### config.mk
export PLATFORM = sky130hd
export DESIGN_NAME = counter_ctrl
export DESIGN_NICKNAME = d
export VERILOG_FILES = /design/src/rtl/counter_pkg.sv /design/src/rtl/counter_ctrl.sv
export SDC_FILE = /design/constraint.sdc
export NUM_CORES = 1
export LEC_CHECK = 0
export ABC_AREA = 1
export CAP_MARGIN = 10
export CORE_MARGIN = 1.5
export CORE_UTILIZATION = 41
export CTS_BUF_LIST = sky130_fd_sc_hd__clkbuf_8
export DETAILED_ROUTE_END_ITERATION = 7
export PLACE_DENSITY = 0.81
export REMOVE_ABC_BUFFERS = 1
export SKIP_LAST_GASP = 1
export SYNTH_ARGS = -nofsm -noshare
export SYNTH_HDL_FRONTEND = slang
export SYNTH_SLANG_ARGS = --single-unit
### constraint.sdc
create_clock -name clk -period 1.45 [get_ports clk]
set_input_delay 0.2175 -clock clk [delete_from_list [all_inputs] [get_ports clk]]
set_output_delay 0.2175 -clock clk [all_outputs]
set_load 0.05 [all_outputs]
### src/rtl/counter_pkg.sv
// Shared definitions for the load/enable counter and its upstream sequencer.
package counter_pkg;

  localparam int CNT_WIDTH = 5;

  typedef enum logic [1:0] {
    ST_IDLE = 2'd0,
    ST_LOAD = 2'd1,
    ST_RUN  = 2'd2,
    ST_DONE = 2'd3
  } state_t;

endpackage

### src/rtl/counter_ctrl.sv
// Sequencer for an external load/enable counter: takes start/limit/mode commands,
// drives load/enab/cnt_in and pulses done when cnt_out reaches the limit.
module counter_ctrl
  import counter_pkg::*;
#(
  parameter int WIDTH = CNT_WIDTH
) (
  input  logic             clk,
  input  logic             rst,
  // Handshake: a command transfers on a rising clk edge where cmd_valid && cmd_ready.
  // cmd_ready is high only in IDLE; cmd_valid offered in any other state is ignored.
  input  logic             cmd_valid,
  output logic             cmd_ready,
  input  logic [WIDTH-1:0] cmd_start,
  input  logic [WIDTH-1:0] cmd_limit,
  input  logic             cmd_mode,
  input  logic             stop,
  input  logic [WIDTH-1:0] cnt_out,
  output logic             load,
  output logic             enab,
  output logic [WIDTH-1:0] cnt_in,
  output logic             done,
  output logic             busy,
  output state_t           dbg_state
);

  state_t           r_state;
  state_t           w_next;
  logic [WIDTH-1:0] r_start;
  logic [WIDTH-1:0] r_limit;
  logic             r_mode;
  logic             r_done;
  logic             w_accept;
  logic             w_at_limit;

  assign w_accept   = cmd_valid && (r_state == ST_IDLE);
  assign w_at_limit = (cnt_out == r_limit);

  always_ff @(posedge clk or posedge rst) begin
    if (rst) begin
      r_state <= ST_IDLE;
      r_start <= '0;
      r_limit <= '0;
      r_mode  <= 1'b0;
      r_done  <= 1'b0;
    end else begin
      r_state <= w_next;
      r_done  <= (w_next == ST_DONE);
      if (w_accept) begin
        r_start <= cmd_start;
        r_limit <= cmd_limit;
        r_mode  <= cmd_mode;
      end
    end
  end

  // enab is decoded from the live cnt_out so the counter stops exactly on the limit.
  always_comb begin
    w_next    = r_state;
    cmd_ready = 1'b0;
    load      = 1'b0;
    enab      = 1'b0;
    case (r_state)
      ST_IDLE: begin
        cmd_ready = 1'b1;
        if (cmd_valid) w_next = ST_LOAD;
      end
      ST_LOAD: begin
        load   = 1'b1;
        w_next = stop ? ST_IDLE : ST_RUN;
      end
      ST_RUN: begin
        enab = !w_at_limit && !stop;
        if (stop)            w_next = ST_IDLE;
        else if (w_at_limit) w_next = ST_DONE;
      end
      ST_DONE: begin
        w_next = (r_mode && !stop) ? ST_LOAD : ST_IDLE;
      end
      default: w_next = ST_IDLE;
    endcase
  end

  assign done      = r_done;
  assign busy      = (r_state != ST_IDLE);
  assign cnt_in    = r_start;
  assign dbg_state = r_state;

endmodule

# Yosys cells after proc, flatten, opt, wreduce, memory -nomap -nowiden
# Index checks and enable logic that the tools add are counted.
# totals
word_cells,26
rom_bits,0
mem_count,0
ramBits,0
regBits,14
out_inout_bits,12
latchBits,0
input_bits,20
# classes
n_addsub,0
multipliers,0
bitwise_logic,0
n_reduce_logical,7
eq_ne,5
magnitude_cmp,0
n_div,0
mux,9
n_shift,0
# op_table
operator,count
$mux W2,4
$pmux W2 S4,1
$eq A2 B2 Y1 const B,3
$eq A5 B5 Y1,1
$mux W1,4
$logic_and A1 B1 Y1,3
$eq A2 B1 Y1 const B,1
$logic_not A1 Y1,2
$logic_not A2 Y1,1
$reduce_bool A2 Y1,1

# Logic depth before layout (Yosys ltp)
# Gate-level depths: netlist of run 1.
# depth
ltp_word,5
mapped_depth,6
depth_no_buf,6

# Worst setup path after synthesis of run 1
# OpenSTA, ideal clock, no wires.
# synth_timing
path_type,reg-to-output
start,register r_state[1] (netlist: dbg_state[1])
end,output enab
required_time_ps,1233
path_slack_ps,-560
n_path_buf,0
stages_incl_launch_ff,5
t_arrival_ps,1792
cell_sequence,dfrtp_1 -> nand2_1 -> nor2_1 -> inv_1 -> a31oi_1
# synth_between
elab_chain_len,2
# synth_rtl
element,line,text
"start, declared",counter_ctrl.sv:27,state_t r_state;
"start signal, assigned",counter_ctrl.sv:47,r_state <= w_next;
$eq A2 B2 Y1,counter_ctrl.sv:63,case (r_state)
$mux W1,counter_ctrl.sv:63,
"end, declared",counter_ctrl.sv:20,"output logic enab,"
# No other way between the ends.

# Worst setup path after layout of run 1
# layout_timing
start,register r_limit[0]
end,output enab
# layout_between
elab_chain_len,4
# layout_rtl
element,line,text
"start, declared",counter_ctrl.sv:30,logic [WIDTH-1:0] r_limit;
"start signal, assigned",counter_ctrl.sv:51,r_limit <= cmd_limit;
$eq A5 B5 Y1,counter_ctrl.sv:37,assign w_at_limit = (cnt_out == r_limit);
$logic_not A1 Y1,counter_ctrl.sv:73,enab = !w_at_limit && !stop;
$logic_and A1 B1 Y1,counter_ctrl.sv:73,
$mux W1,counter_ctrl.sv:63,
# No other way between the ends.

==> results by group, run 1 <==
Synthesis
  – Avg Cell Area, Syn: 9.770 µm²
  – Synthesis-stage register bit count: 14
  – Synth unique cells: 14
  – Instance count of the mapped netlist: between 60 and 70
  – Synth warnings: 0
  – Synthesized area: 664.4 µm²
  – Part of the Yosys area used for sequential elements: 0.5273

Worst setup path
  – Register-to-Register Path Depth: 8
  – Required arrival time at the worst endpoint: 1230 ps
  – Maximum cell stage delay along the critical path: between 300 and 400 ps
  – Kind of critical path: register to output port
  – Levels on crit path: 6
  – Setup crit start: r_limit[0]$_DFFE_PP0P_
  – Crit path capture type: output port
  – Critical path data arrival time: around 1400 ps
  – CP cell instances: nand2_1 > inv_1 > nor2_1 > nor2_2 > a31oi_4 > buf_12
  – Slowest cell on crit path: dfrtp_1
  – Kind of start point of the critical path: register
  – Biggest fanout along the worst timing path: 3
  – Crit path buf inv count: 2
  – Category of cells accounting for the largest share of critical-path delay: flip-flops
  – Launching point of the worst reg2reg path: dbg_state[0]$_DFF_PP0_

Power and ir drop
  – Cell area power density: 1804 mW/mm²
  – Standby leakage power: between 0.6 and 0.7 nW
  – Largest voltage drop on the vdd net: approximately 0.0012 V
  – Switch Pwr: 0.9479 mW
  – Sequential Power Share: 0.287
  – Fraction of power consumed by the clock network: 0.138
  – Gate power share: 0.575
  – Switching portion of total power: 0.4113
  – Design internal power: 1.357 mW

Clock tree
  – Root buffer cell: clkbuf_8
  – Number of buffers created by CTS: 3
  – Clock tree from TritonCTS: built
  – Clock tree sinks: 14
  – H-Tree Depth: 1
  – Later-pin clock latency in the skew report: around 240 ps
  – Maximum clock insertion buffer count: 2
  – Post-CTS clock slew at the launch and capture registers of the worst setup and hold paths: around 60 ps

Final layout
  – Area of the multi-input gates: 294.0 µm²
  – Layout overhead on the synthesized area: 92.28%
  – Seq. cell area: approximately 350 µm²
  – Diodes inserted: 0
  – Net count reported at finish: 136
  – Final design instance area without fill: 0.001277 mm²
  – Fillers: 82
  – Final Core Density: 0.8480
  – Fraction of final layout cells with drive strength greater than 1: 0.4211
  – Final cell count without fillers: 130

Timing
  – Maximum frequency from static timing analysis: 623.9 MHz
  – Setup repair after global routing missed its margin: yes
  – Crit path time final: 1603 ps
  – Slack of the critical path: -152.7 ps
  – Final setup violation count: 1
  – Remaining max-slew budget at the tightest pin: 0.6674
  – Final Hold Slack: 295.8 ps
  – Count of pins over their slew limit: 0
  – Transition at the pin with the smallest max-transition slack: 498.3 ps
  – Fin crit share: 1.105
  – Number of hold-slack violations in the final timing report: 0
  – Clock tree skew after final layout: 2.167 ps

Routing
  – DRC violation count after routing: 0
  – Vias per std cell: 5.031
  – Final wirelength: roughly 2.1 mm
  – Routed vias: 654
  – First-pass iteration count of the detailed router: 4
  – DRC violation total after the first TritonRoute iteration: 13
  – Count of antenna-violating nets left after detailed routing: 0
  – Final routed wire length divided by cell count: 16.19 µm

Die
  – Core region area: between 0.0015 and 0.002 mm²
  – Die Wd: about 43 µm
  – Num ports: 32
  – Total die area: 0.001871 mm²
  – Vertical die dimension: 43.26 µm
  – Number of rows created at floorplan: 14
  – Initial core utilization: 0.4410

Flow run
  – Max-cap violations: 0

GRT
  – Maximum number of pins on one net before global-route repair: 16
  – Number of global-route vias before repair: about 650
  – Gr usage total: 0.2078
  – First-pass GRT wire length: 2.822 mm
  – Congestion Overflow GR: 0
  – Antenna violations before repair: 0

Place
  – RD Place Congestion: between 0.8 and 0.9
  – Number of placed instances with taps included: 117
  – Placement-stage cell area: 0.001114 mm²
  – Port bufs: 31
  – Pre-CTS setup slack: -188.1 ps
  – Detailed placement HPWL: 1.052 mm

Worst hold path
  – Type of the worst min-delay path: input port to asynchronous set/reset pin

Run status
  – Status: complete, but fails checks
  – Failing checks: setup timing
## synthesized netlist by cell type, drive strengths merged
cell type / number / area share
dfrtp: 14 / 0.53
inv: 13 / 0.073
nand2: 14 / 0.090
mux2: 8 / 0.15
a21oi: 3 / 0.023
nor2: 10 / 0.068
buf: 1 / 0.017
nand4: 2 / 0.019
nand3: 1 / 0.0075
a31oi: 1 / 0.0094
xnor2: 1 / 0.013
## worst paths after layout
check                                              end  slack, ps
worst max-delay path                              enab       -150
worst min-delay path            r_limit[2]$_DFFE_PP0P_        300
worst max register to register  dbg_state[1]$_DFF_PP0_         40
worst min register to register  r_limit[2]$_DFFE_PP0P_        540
max in group asynchronous       dbg_state[0]$_DFF_PP0_        790
min in group clk                        done$_DFF_PP0_        470
## cell families after synthesis
logic type             after synthesis  share of synthesized area
AND/OR/NAND/NOR                     27                     0.1845
flip-flops                          14                     0.5273
AO/OA/AOI/OAI                        4                    0.03201
XOR/XNOR                             1                    0.01319
buffers and inverters               14                    0.09040
multiplexers                         8                     0.1525
## flip-flops by register name, summed over array words and instances, names as in the netlist
| signal | count |
|---|---|
| cnt_in | 5 |
| dbg_state | 2 |
| done | 1 |
| r_limit | 5 |
| r_mode | 1 |
## power groups by stage
| stage | logic, mW | registers, mW | clock network [mW] |
|---|---|---|---|
| 2_1_floorplan | 0.392 | 0.846 | 0 |
| 5_1_grt | 1.38 | 0.677 | 0.331 |
| 3_3_place_gp | 1.16 | 0.641 | 0 |
| 6_report | 1.33 | 0.662 | 0.317 |
| 3_5_place_dp | 1.18 | 0.652 | 0 |
| 4_1_cts | 1.24 | 0.641 | 0.320 |
## through the flow
step,power (mW),setup TNS (ps)
after floorplan,1.237,-2728
after global placement,1.804,-86.27
after detailed placement,1.828,-188.1
after CTS,2.203,-48.41
after global routing,2.386,-229.6
final,2.305,-152.7
## area by class of cell
| class | instances | area share |
|---|---|---|
| Sequential cell | 14 | 0.2752 |
| Tap cell | 16 | 0.01567 |
| Timing Repair Buffer | 44 | 0.4084 |
| Clock buffer | 3 | 0.03232 |
| Multi-Input combinational cell | 40 | 0.2302 |
| Inverter | 13 | 0.03820 |
## routing by layer
metal | vias up | GRT usage | part of all wire
li1 | 302 | - | -
met1 | 317 | 0.2596 | 0.42
met2 | 32 | 0.3403 | 0.51
met3 | 3 | 0.05106 | 0.055
met4 | 0 | 0.08485 | 0.010
met5 | - | 0 | 0
## worst register-to-register path, cell delays in order (launching register included)
cell     delay, ps
dfrtp_2        480
nor2_4         140
inv_2           60
buf_4          120
buf_4          120
buf_4          120
buf_4          120
buf_4          130
nand2_1         60
## cell usage in the layout, fill, tap and decap left out
cell and n:
dfrtp_2 1, nor2_4 3, buf_4 14, nand4_1 2
a21oi_1 3, nand3_1 1, clkdlybuf4s50_1 15, a31oi_4 1
mux2_2 5, nand2_2 3, clkbuf_8 3, inv_1 11
xnor2_1 1, dlymetal6s2s_1 3, dfrtp_1 13, mux2_4 3
nor2_2 1, nor2_1 6, inv_2 2, nand2_1 10
nand2_4 1, buf_12 11, dlygate4sd2_1 1
## what timing repair did
action,in CTS,in global routing
hold endpoints to repair,0,0
hold buffers,0,0
gates resized for setup,6,11
buffers inserted,8,2
endpoints found under the setup margin,1,2
pin swaps,2,4
Note: power is estimated with default switching activity, not from simulation.
==> run 2: changes to the inputs <==
Settings changed: ABC_CLOCK_PERIOD_IN_PS set to 1450, CAP_MARGIN 10 to unset.
==> results of run 2 <==
Final layout, timing and power as in run 1 (identical DEF).
